**src/rtl/cam_pkg.sv**
```systemverilog
// Shared types and defaults for the camera capture path.
// Build option: CAM_LINE_CHECK_EN adds the per-line byte counter in the top.
package cam_pkg;

  localparam int unsigned IMG_W_DEF = 160;
  localparam int unsigned IMG_H_DEF = 120;
  localparam int unsigned AW_DEF    = 15;
  localparam int unsigned CAM_DW    = 8;
  localparam int unsigned PX_W      = 12;

  typedef enum logic [1:0] {
    ST_WAIT_VS    = 2'd0,
    ST_WAIT_FRAME = 2'd1,
    ST_BYTE1      = 2'd2,
    ST_BYTE2      = 2'd3
  } cam_state_e;

  typedef struct packed {
    logic [3:0] r;
    logic [3:0] g;
    logic [3:0] b;
  } rgb444_t;

  // Keep the top 4 bits of each RGB565 channel.
  function automatic rgb444_t rgb565_to_444(input logic [CAM_DW-1:0] b1,
                                            input logic [CAM_DW-1:0] b2);
    rgb444_t px;
    px.r = b1[7:4];
    px.g = {b1[2:0], b2[7]};
    px.b = b2[4:1];
    return px;
  endfunction

endpackage

```
**src/rtl/cam_pin_sync.sv**
```systemverilog
// Two-flop synchronisers for the camera pins plus a pclk rising-edge strobe.
// The strobe and the stage-2 copies of vsync/href/data are registered together
// so every consumer sees them aligned on the same clk cycle.
module cam_pin_sync
  import cam_pkg::*;
(
  input  logic              clk,
  input  logic              rst,
  input  logic              pclk_i,
  input  logic              vsync_i,
  input  logic              href_i,
  input  logic [CAM_DW-1:0] data_i,
  output logic              pe_o,
  output logic              vsync_o,
  output logic              href_o,
  output logic [CAM_DW-1:0] data_o
);

  logic [2:0]        pclk_q;
  logic [1:0]        vsync_q;
  logic [1:0]        href_q;
  logic [CAM_DW-1:0] data_s1_q;
  logic [CAM_DW-1:0] data_s2_q;
  logic              pe_q;
  logic              vsync_al_q;
  logic              href_al_q;
  logic [CAM_DW-1:0] data_al_q;

  // Synchroniser chains and edge detect (stage 2 vs stage 3).
  always_ff @(posedge clk) begin
    if (rst) begin
      pclk_q     <= '0;
      vsync_q    <= '0;
      href_q     <= '0;
      data_s1_q  <= '0;
      data_s2_q  <= '0;
      pe_q       <= 1'b0;
      vsync_al_q <= 1'b0;
      href_al_q  <= 1'b0;
      data_al_q  <= '0;
    end else begin
      pclk_q     <= {pclk_q[1:0], pclk_i};
      vsync_q    <= {vsync_q[0], vsync_i};
      href_q     <= {href_q[0], href_i};
      data_s1_q  <= data_i;
      data_s2_q  <= data_s1_q;
      pe_q       <= pclk_q[1] & ~pclk_q[2];
      vsync_al_q <= vsync_q[1];
      href_al_q  <= href_q[1];
      data_al_q  <= data_s2_q;
    end
  end

  assign pe_o    = pe_q;
  assign vsync_o = vsync_al_q;
  assign href_o  = href_al_q;
  assign data_o  = data_al_q;

endmodule

```
**src/rtl/cam_capture_rgb444.sv**
```systemverilog
// Camera receive path: pins -> RGB444 pixel writes into the frame buffer.
// Build option: CAM_LINE_CHECK_EN enables the sticky line-length check on line_err.
module cam_capture_rgb444
  import cam_pkg::*;
#(
  parameter int unsigned IMG_W = IMG_W_DEF,
  parameter int unsigned IMG_H = IMG_H_DEF,
  parameter int unsigned AW    = AW_DEF
) (
  input  logic              clk,
  input  logic              rst,
  input  logic              CAM_pclk,
  input  logic              CAM_vsync,
  input  logic              CAM_href,
  input  logic [CAM_DW-1:0] CAM_px_data,
  output logic [AW-1:0]     mem_px_addr,
  output logic [PX_W-1:0]   mem_px_data,
  output logic              px_wr,
  output logic              frame_done,
  output logic              line_err
);

  localparam int unsigned NPIX      = IMG_W * IMG_H;
  localparam logic [AW-1:0] LAST_ADDR = AW'(NPIX - 1);

  logic              pe;
  logic              vs;
  logic              hr;
  logic [CAM_DW-1:0] d;

  cam_state_e        state_q, state_d;
  logic [CAM_DW-1:0] b1_q, b1_d;
  logic [AW-1:0]     addr_q, addr_d;
  rgb444_t           pix_q, pix_d;
  logic              wr_q, wr_d;
  logic              done_q, done_d;
  logic              full_q, full_d;
  logic              wrote_q, wrote_d;

  cam_pin_sync u_sync (
    .clk     (clk),
    .rst     (rst),
    .pclk_i  (CAM_pclk),
    .vsync_i (CAM_vsync),
    .href_i  (CAM_href),
    .data_i  (CAM_px_data),
    .pe_o    (pe),
    .vsync_o (vs),
    .href_o  (hr),
    .data_o  (d)
  );

  // State and datapath registers.
  always_ff @(posedge clk) begin
    if (rst) begin
      state_q <= ST_WAIT_VS;
      b1_q    <= '0;
      addr_q  <= '0;
      pix_q   <= '0;
      wr_q    <= 1'b0;
      done_q  <= 1'b0;
      full_q  <= 1'b0;
      wrote_q <= 1'b0;
    end else begin
      state_q <= state_d;
      b1_q    <= b1_d;
      addr_q  <= addr_d;
      pix_q   <= pix_d;
      wr_q    <= wr_d;
      done_q  <= done_d;
      full_q  <= full_d;
      wrote_q <= wrote_d;
    end
  end

  // Next-state: byte pairing, write strobe, address advance and overflow hold.
  always_comb begin
    state_d = state_q;
    b1_d    = b1_q;
    addr_d  = addr_q;
    pix_d   = pix_q;
    wr_d    = 1'b0;
    done_d  = 1'b0;
    full_d  = full_q;
    wrote_d = wrote_q;

    // Address moves on the cycle after a write; the last slot holds instead.
    if (wr_q) begin
      if (addr_q == LAST_ADDR) full_d = 1'b1;
      else                     addr_d = addr_q + AW'(1);
    end

    if (state_q == ST_WAIT_FRAME) begin
      addr_d  = '0;
      full_d  = 1'b0;
      wrote_d = 1'b0;
    end

    if (pe) begin
      if ((state_q != ST_WAIT_VS) && vs) begin
        // Vsync outranks any byte on the same edge and ends the frame.
        state_d = ST_WAIT_FRAME;
        done_d  = wrote_q;
        addr_d  = '0;
        full_d  = 1'b0;
        wrote_d = 1'b0;
      end else begin
        unique case (state_q)
          ST_WAIT_VS:    if (vs)  state_d = ST_WAIT_FRAME;
          ST_WAIT_FRAME: if (!vs) state_d = ST_BYTE1;
          ST_BYTE1: begin
            if (hr) begin
              b1_d    = d;
              state_d = ST_BYTE2;
            end
          end
          ST_BYTE2: begin
            state_d = ST_BYTE1;
            if (hr && !full_q) begin
              wr_d    = 1'b1;
              pix_d   = rgb565_to_444(b1_q, d);
              wrote_d = 1'b1;
            end
          end
          default: state_d = ST_WAIT_VS;
        endcase
      end
    end
  end

  assign mem_px_addr = addr_q;
  assign mem_px_data = pix_q;
  assign px_wr       = wr_q;
  assign frame_done  = done_q;

`ifdef CAM_LINE_CHECK_EN
  localparam int unsigned LINE_BYTES = 2 * IMG_W;
  localparam int unsigned CNT_W      = $clog2(LINE_BYTES + 2);

  logic [CNT_W-1:0] cnt_q, cnt_d;
  logic             href_prev_q, href_prev_d;
  logic             err_q, err_d;
  logic             in_line_c;

  assign in_line_c = (state_q == ST_BYTE1) || (state_q == ST_BYTE2);

  // Line byte counter registers.
  always_ff @(posedge clk) begin
    if (rst) begin
      cnt_q       <= '0;
      href_prev_q <= 1'b0;
      err_q       <= 1'b0;
    end else begin
      cnt_q       <= cnt_d;
      href_prev_q <= href_prev_d;
      err_q       <= err_d;
    end
  end

  // Count bytes per line; flag a wrong count at href fall or a dangling byte.
  always_comb begin
    cnt_d       = cnt_q;
    href_prev_d = href_prev_q;
    err_d       = err_q;
    if (pe) begin
      href_prev_d = hr;
      if (in_line_c && !vs) begin
        if (hr) begin
          if (cnt_q != '1) cnt_d = cnt_q + CNT_W'(1);
        end else begin
          if (href_prev_q) begin
            if (cnt_q != CNT_W'(LINE_BYTES)) err_d = 1'b1;
            cnt_d = '0;
          end
          if (state_q == ST_BYTE2) err_d = 1'b1;
        end
      end else begin
        cnt_d = '0;
      end
    end
  end

  assign line_err = err_q;
`else
  assign line_err = 1'b0;
`endif

endmodule
```
**config.mk**
```make
export PLATFORM = sky130hd
export DESIGN_NAME = cam_capture_rgb444
export DESIGN_NICKNAME = d
export VERILOG_FILES = /design/src/rtl/cam_pkg.sv /design/src/rtl/cam_pin_sync.sv /design/src/rtl/cam_capture_rgb444.sv
export SDC_FILE = /design/constraint.sdc
export NUM_CORES = 1
export LEC_CHECK = 0
export ABC_CLOCK_PERIOD_IN_PS = 1900
export CAP_MARGIN = 15
export CORE_MARGIN = 5
export CORE_UTILIZATION = 48
export CTS_BUF_LIST = sky130_fd_sc_hd__clkbuf_16
export CTS_CLUSTER_DIAMETER = 60
export DETAILED_ROUTE_END_ITERATION = 8
export PLACE_DENSITY = 0.73
export SLEW_MARGIN = 20
export SYNTH_ARGS = -nofsm -noshare
export SYNTH_HDL_FRONTEND = slang
export SYNTH_HIERARCHICAL = 1
export SYNTH_SLANG_ARGS = --single-unit
```
**constraint.sdc**
```tcl
create_clock -name clk -period 1.9 [get_ports clk]
set_input_delay 0.285 -clock clk [delete_from_list [all_inputs] [get_ports clk]]
set_output_delay 0.285 -clock clk [all_outputs]
set_load 0.005 [all_outputs]
```
---- After elaboration in Yosys (flattened, before gate mapping) ----
Index checks and enable logic that the tools add are counted.
cells by class
  bitwise gates (word level) .............. 5
  $add $sub $neg .......................... 1
  reduce and logical (&&, ||, !) cells .... 10
  equality and inequality tests ........... 7
  multiplexer cells ....................... 21
operators by type and width
  cell                                                    number
  two-way mux 15 bit                                      5
  adder 15 x 1 -> 15 bit (second input constant)          1
  equality test 15 bit (second input constant)            1
  AND reduction 4 bit                                     3
  two-way mux 1 bit                                       11
  two-way mux 2 bit                                       4
  case mux 2 bit (4 select lines)                         1
  inequality test 3 x 2 -> 1 bit (second input constant)  2
  equality test 2 bit (second input constant)             2
  NOT 1 bit                                               4
  OR reduction 4 bit                                      1
  inequality test 3 bit (second input constant)           1
  OR reduction 3 bit                                      1
  equality test 2 x 1 -> 1 bit (second input constant)    1
  logical AND 1 bit                                       2
  zero test 2 bit                                         1
  nonzero test 2 bit                                      1
  AND 1 bit                                               1
  zero test 1 bit                                         1
word-level totals
  output and inout port bits .............. 30
  logic and storage cells ................. 63
  input port bits ......................... 13
  register bits after elaboration ......... 75

---- Longest topological paths before layout ----
Gate-level depths: netlist of the first run.
  word-level depth ........................ 6
  mapped depth ............................ 6
  depth with buffers taken out ............ 5

---- By module ----
The synthesis of the first run kept the hierarchy.
by module, submodules not included
  module              area each (sq um)  seq. area each (sq um)  instances  cells an instance
  cam_capture_rgb444  1,686.6            800.8                   1          176
  cam_pin_sync        925.9              680.7                   1          71

---- Worst setup path after synthesis of the first run ----
No wires, ideal clock.
  path type ............................... register to register
  start ................................... register addr_q[0] (netlist: mem_px_addr[0])
  end ..................................... register addr_q[4] (netlist: mem_px_addr[4])
  path slack .............................. 195 ps
  buffers on the path ..................... 1
  clock period less this slack ............ 1,705 ps
  stages on the path, launching flop included .. 7
  data required time ...................... 1,814 ps
  setup time .............................. 86 ps
  arrival ................................. 1,620 ps
  cells stage by stage .................... dfxtp_1 ha_1 nand3_1 o41ai_4 buf_6 nor2_1 a211oi_1
between the ends
  longest elaborated chain between the ends .. 6
  elaborated cells between the ends (all ways) .. 7
  classes of those cells .................. add/sub: 1; eq/ne: 1; mux: 5
RTL lines
  what                                                            RTL line                                            text
  start, declared                                                 cam_capture_rgb444.sv:33                            logic [AW-1:0] addr_q, addr_d;
  start signal, assigned                                          cam_capture_rgb444.sv:67                            addr_q <= addr_d;
  adder 15 x 1 -> 15 bit or equality test 15 bit (tied branches)  cam_capture_rgb444.sv:90, cam_capture_rgb444.sv:89
  two-way mux 15 bit (*)                                          cam_capture_rgb444.sv:89                            if (addr_q == LAST_ADDR) full_d = 1'b1;
  two-way mux 15 bit (*)                                          cam_capture_rgb444.sv:88                            if (wr_q) begin
  two-way mux 15 bit (*)                                          cam_capture_rgb444.sv:93                            if (state_q == ST_WAIT_FRAME) begin
  two-way mux 15 bit                                              cam_capture_rgb444.sv:100                           if ((state_q != ST_WAIT_VS) && vs) begin
  two-way mux 15 bit (*)                                          cam_capture_rgb444.sv:99                            if (pe) begin
Every way passes the cells marked *; elsewhere a longest branch is shown, timed or not.
A chain may end at the register's enable or synchronous reset.

---- Final worst setup path of the first run ----
  start ................................... register addr_q[8] (netlist: mem_px_addr[8])
  end ..................................... register addr_q[13] (netlist: mem_px_addr[13])
The elaborated chain is that of the path after synthesis.

==> flow_metrics.tcl, run 1 <==
set metrics [dict create \
    wl_met1_mm 2.16 \
    root_buffer "clkbuf_16" \
    ir_worst_vdd_v 0.000631 \
    crit_family "simple AND/OR/NAND/NOR gates" \
    vias 1829 \
    start_util_pct 50.2 \
    yosysSeqAreaShare_pct 56.7 \
    synth_most_common_cell "dfxtp_1" \
    min_period_ns 1.73 \
    synth_warnings 6 \
    synth_seq_cells 74 \
    run_status "complete, no violations" \
    cts_max_path_buffers 2 \
    cts.htree.levels 3 \
    dr_wl_met3_um 264 \
    grt_pass1_vias 1645 \
    dp_hpwl_mm 2.97 \
    clkTransAtPathRegs_ns 0.06 \
    clk_latency_ns 0.32 \
    synthFlopType "dfxtp_1" \
    slew_violations 0 \
    cp_slowest_cell "or4_2" \
    gr-total-overflow 0 \
    cts_buffers 9 \
    finalWirelength_mm 4.49 \
    postRouteAntennaNets 0 \
    antenna_found_initial 0 \
    rows 26 \
    cap_violations 0 \
    grt_pass1_wl_mm 7.55 \
    power_switching_mw 0.634 \
    via_per_inst 4.90 \
    rsz0062_at_grt "false" \
    synth_edf_count 0 \
    die_x_um 83.8 \
    start_kind "flop" \
    finClkSkew_ns 0.00358 \
    grt_usage_pct 13.4 \
    setup_viol 0 \
    core_area_sq_um 5200 \
    synth_area_leaders "dfxtp_1 57%, nor2b_1 8.6%, mux2i_1 7.3%" \
    yosys.area.top_type "dfxtp_1" \
    p_int_mw 2.63 \
    cp_max_fo 8 \
    slew_headroom_pct 64.9 \
    place.gp.congestion 0.838 \
    arrival_ns 1.98 \
    fmax_mhz 578 \
    cpPeakStageDelay_ns 0.53 \
    diodes 0 \
    syn_inst 247 \
    syn_to_final_growth_pct 30.5 \
    cts_hold_repair.buffers 0 \
    cts_resized 0 \
    hp-class "in -> reg" \
    power_switching_share_pct 19.5 \
    dr_wl_met2_mm 2.01 \
    ys_types 45 \
    avgSynthCellArea_sq_um 10.6 \
    drt_iter0_drc 102 \
    cts_tree "done" \
    crit_buf_inv 0 \
    ios 43 \
    synthArstFlopShare_pct 0 \
    port_buffers 41 \
    critPathKind "reg -> reg" \
    final.fill_count 419 \
    power.leakage_nw 1.21 \
    netlist_top_cells_count "74 x dfxtp_1, 36 x nor2b_1, 33 x nor2_1, 19 x mux2i_1, 9 x a21oi_1" \
    clkPwrFrac_pct 48.7 \
    end_kind "flop" \
    yosysTopAreaCellShare_pct 56.7 \
    die_area_sq_um 7020 \
    highest_layer "met4" \
    combPwrFrac_pct 2.5 \
    required_ns 2.15 \
    path_cells "nand4_1 > or2_2 > or4_2 > a21oi_1" \
    worstMarginPinSlew_ns 0.527 \
    grt_max_degree 57 \
    syn_nets 261 \
    power.density_nw_per_um2 957 \
    postCtsSetupBuffers 0 \
    totalPowerFinal_mw 3.26 \
    drive_above_1_share_pct 12.2 \
    dieHeight_um 83.8 \
    dr.pass1.iters 4 \
    cts.sinks 74 \
    synth.cell_area_sq_um 2610 \
    power_frac_seq_pct 48.8 \
    fin_nets 312 \
    drc 0 \
    hold_viol_final 0 \
    wl_per_cell_um 12.0 \
    setup_tns_ns 0 \
    fin_crit_sh_pct 91.1 \
]
==> registers in the layout, summed over array words and instances, names as in the netlist, 3 cells and up <==
| register | flops |
|---|---|
| b1_q | 7 |
| mem_px_addr | 15 |
| mem_px_data | 12 |
| u_sync/data_o | 8 |
| u_sync/data_s1_q | 8 |
| u_sync/data_s2_q | 8 |
| u_sync/pclk_q | 3 |
==> cells in the final DEF, fill, tap and decap left out, types with 5 or more instances in the layout <==
cell and n:
buf_4 11, nor2b_1 36, mux2i_1 19, nor2_1 33, nand3_1 5, clkbuf_16 9, dfxtp_1 74, nand2_1 8
a21oi_1 9, clkdlybuf4s50_1 40
==> power by group through the flow <==
stage               combinational, mW  sequential (mW)  clock, mW
finish                         0.0805             1.59       1.59
global route                   0.0890             1.59       1.68
CTS                            0.0813             1.59       1.62
detailed placement             0.0809             1.62          0
global placement               0.0800             1.62          0
floorplan                      0.0519             1.62          0
==> per-stage QoR <==
stage               setup slack [ns]  utilization, %  instance area (sq um)  instances  hold slack (ns)
floorplan                      0.195               -                   2610        247            0.357
global placement               0.229            60.0                   3120        357            0.394
detailed placement             0.202            60.0                   3120        357            0.401
CTS                            0.173            65.5                   3410        373            0.300
global route                  0.0443            65.5                   3410        373            0.324
finish                         0.169            65.5                   3410        373            0.298
==> routing by layer <==
layer  vias to the layer above  track usage (%)
met4                         0             6.87
met3                         4             5.03
li1                        939                -
met5                         -                0
met2                        40             19.5
met1                       846             17.2
==> layout make-up <==
class | count | area (sq um) | share of cell area [%]
sequential | 74 | 1480 | 43.5
clock inverter | 7 | 62.6 | 1.84
clock buffer | 9 | 225 | 6.61
timing repair buffer | 52 | 488 | 14.3
tap | 70 | 87.6 | 2.57
multi-input combinational | 159 | 1060 | 31.0
inverter | 2 | 7.51 | 0.220
==> cells by family (layout without fill, tap and decap cells) <==
| family | Yosys count | in the layout | synth area share (%) |
|---|---|---|---|
| AOI/OAI and AO/OA | 25 | 25 | 6.75 |
| xor gates and xnor gates | 5 | 5 | 1.68 |
| adders and majority gates | 1 | 1 | 0.479 |
| buffers and inverters | 14 | 70 | 3.45 |
| DFF | 74 | 74 | 56.7 |
| muxes | 19 | 19 | 7.28 |
| other | 1 | 1 | 0.144 |
| and+or+nand+nor | 108 | 108 | 23.5 |
==> path summary, 6_finish.rpt <==
kind         slack [ns]              end             start  cells past startpoint
max                0.17  mem_px_addr[13]    mem_px_addr[8]                      4
min                0.30       frame_done               rst                      3
max reg2reg        0.17  mem_px_addr[13]    mem_px_addr[8]                      4
min reg2reg        0.42      u_sync/pe_o  u_sync/pclk_q[2]                      1
==> tightest hold or removal path, stage by stage <==
cell	delay, ns
buf_2	0.12
nand4b_1	0.11
nor2_1	0.04
No activity file was read; power rests on OpenSTA's default activity.
==> run 2, diff against run 1 <==
ABC_CLOCK_PERIOD_IN_PS = 2000   (was 1900)
clock period = 2 ns   (was 1.9 ns; I/O delays follow)
==> run 2 against run 1 <==
Compared with the run above: combinational power fell by 6.5%; total power barely moved; sequential share of layout area did not move; utilization did not move; cell area did not move; register-to-register slack got worse by 0.04 ns; die area did not move; maximum frequency fell by 7.3%; first-iteration DRC count fell by 8.8%; setup slack got worse by 0.037 ns; sequential power fell by 5%; critical endpoint is now mem_px_addr[4]; largest cell class unchanged; largest power group is now clock; highest routed layer unchanged.
==> flow_metrics.tcl, run 2 (synthesis gave the netlist of run 1 again) <==
set metrics [dict create \
    postCtsSetupBuffers 0 \
    syn_to_final_growth_pct 30.5 \
    min_period_ns 1.87 \
    antenna_found_initial 0 \
    die_x_um 83.8 \
    setup_tns_ns 0 \
    largest_reg_flops 15 \
    dieHeight_um 83.8 \
    finalWirelength_mm 4.58 \
    crit_family "compound AO/OA/AOI/OAI gates" \
    final_cell_area_sq_um 3410 \
    fin_nets 308 \
    cp_slowest_cell "dfxtp_1" \
    dr.pass1.iters 6 \
    drive_above_1_share_pct 11.4 \
    run_status "complete, no violations" \
    cts_tree "done" \
    dp_hpwl_mm 2.93 \
    power.leakage_nw 1.19 \
    min_delay_path_depth 1 \
    power.density_nw_per_um2 957 \
    cts_max_path_buffers 2 \
    start_kind "flop" \
    via_per_inst 4.89 \
    crit_buf_inv 1 \
    postPlaceCellArea_sq_um 3090 \
    die_area_sq_um 7020 \
    place.gp.congestion 0.811 \
    rrSetupSlack_ns 0.13 \
    grt_usage_pct 13.4 \
    grt_pass1_wl_mm 7.49 \
    hp-class "reg -> reg" \
    postRouteAntennaNets 0 \
    finClkSkew_ns 0.00525 \
    rows 26 \
    final.fill_count 417 \
    slew_headroom_pct 65.3 \
    final_cell_mix "74 x dfxtp_1, 40 x clkdlybuf4s50_1, 36 x nor2b_1" \
    worstMarginPinSlew_ns 0.520 \
    core_area_sq_um 5200 \
    diodes 0 \
    drc 0 \
    rsz0062_at_grt "false" \
    layout_commonest_cell "dfxtp_1" \
    hold_viol_final 0 \
    grt_max_degree 58 \
    clkTransAtPathRegs_ns 0.06 \
    ios 43 \
    r2r-start "mem_px_addr[9]" \
    port_buffers 41 \
    hold_path_end "u_sync/pe_o" \
    vias 1806 \
    setup_viol 0 \
    cts_hold_repair.buffers 0 \
    grt_pass1_vias 1670 \
    min_from "u_sync/pclk_q[2]" \
    cpPeakStageDelay_ns 0.44 \
    start_util_pct 50.2 \
    totalPowerFinal_mw 3.26 \
    fin_crit_sh_pct 93.4 \
    gr-total-overflow 0 \
    end_kind "flop" \
    clk_latency_ns 0.32 \
    required_ns 2.24 \
    cts_resized 0 \
    cap_violations 0 \
    fmax_mhz 535 \
    reg2reg_to "mem_px_addr[4]" \
    cts_buffers 9 \
    cp_max_fo 8 \
    root_buffer "clkbuf_16" \
    slew_violations 0 \
    cts.sinks 74 \
    critPathKind "reg -> reg" \
    rr_worst_depth 5 \
    ir_worst_vdd_v 0.000723 \
    wl_per_cell_um 12.4 \
    drt_iter0_drc 93 \
    path_cells "or3b_4 > o41ai_4 > buf_4 > nor2_1 > a211oi_1" \
    arrival_ns 2.11 \
    cts.htree.levels 3 \
]
[run 2: cell count changes in the layout (fill, tap and decap cells not counted)]
cell and change:
buf_4 -4, inv_1 -2, bufinv_16 +1, clkinv_1 +1
clkinv_2 -1, inv_6 +1
[run 2: report_power, final]
group | internal, mW | leakage (nW) | switching, mW
clock | 1.09 | 0.151 | 0.588
combinational | 0.0417 | 0.440 | 0.0336
sequential | 1.50 | 0.602 | 0.00902
[run 2: final cells by class]
class                      count  area [sq um]  share of cell area [%]
tap                           70          87.6                    2.57
sequential                    74          1480                    43.5
inverter                       2          7.51                   0.220
clock inverter                 7          92.6                    2.72
clock buffer                   9           225                    6.61
multi-input combinational    159          1060                    31.0
timing repair buffer          48           458                    13.4
[run 2: metrics by stage]
stage               worst slack (ns)  instances  util (%)  hold WS, ns
detailed placement             0.186        353      59.4        0.400
global placement               0.260        353      59.4        0.394
CTS                            0.165        369      65.5        0.405
global route                  0.0205        369      65.5        0.436
floorplan                      0.295        247         -        0.372
finish                         0.132        369      65.5        0.403
[run 2: worst max path at each step]
stage / from / to / slack [ns] / cells past startpoint
after floorplan: mem_px_addr[0] / mem_px_addr[4] / 0.29 / 6
after global routing: mem_px_addr[9] / mem_px_addr[4] / 0.02 / 5
after CTS: mem_px_addr[0] / mem_px_addr[4] / 0.16 / 6
final: mem_px_addr[9] / mem_px_addr[4] / 0.13 / 5
after global placement: mem_px_addr[0] / mem_px_addr[4] / 0.26 / 6
after detailed placement: mem_px_addr[0] / mem_px_addr[4] / 0.19 / 6
[run 2: worst reg2reg max path, stage by stage (launching register included)]
cell and delay [ns]:
dfxtp_1 0.44, or3b_4 0.43, o41ai_4 0.44, buf_4 0.23, nor2_1 0.05, a211oi_1 0.21
[run 2: metal layers]
metal  up-vias  track usage (%)  share of wire [%]
li1        939                -                  -
met1       819             16.1                 47
met2        36             21.1                 45
met3        12             4.05                5.5
met4         0             8.04                2.7
met5         -                0                  0
==> run 3, diff against run 2 <==
CTS_CLUSTER_SIZE = 24   (was default)
==> results of run 3 <==
No change in the layout: final DEF, timing and power equal those of run 2.
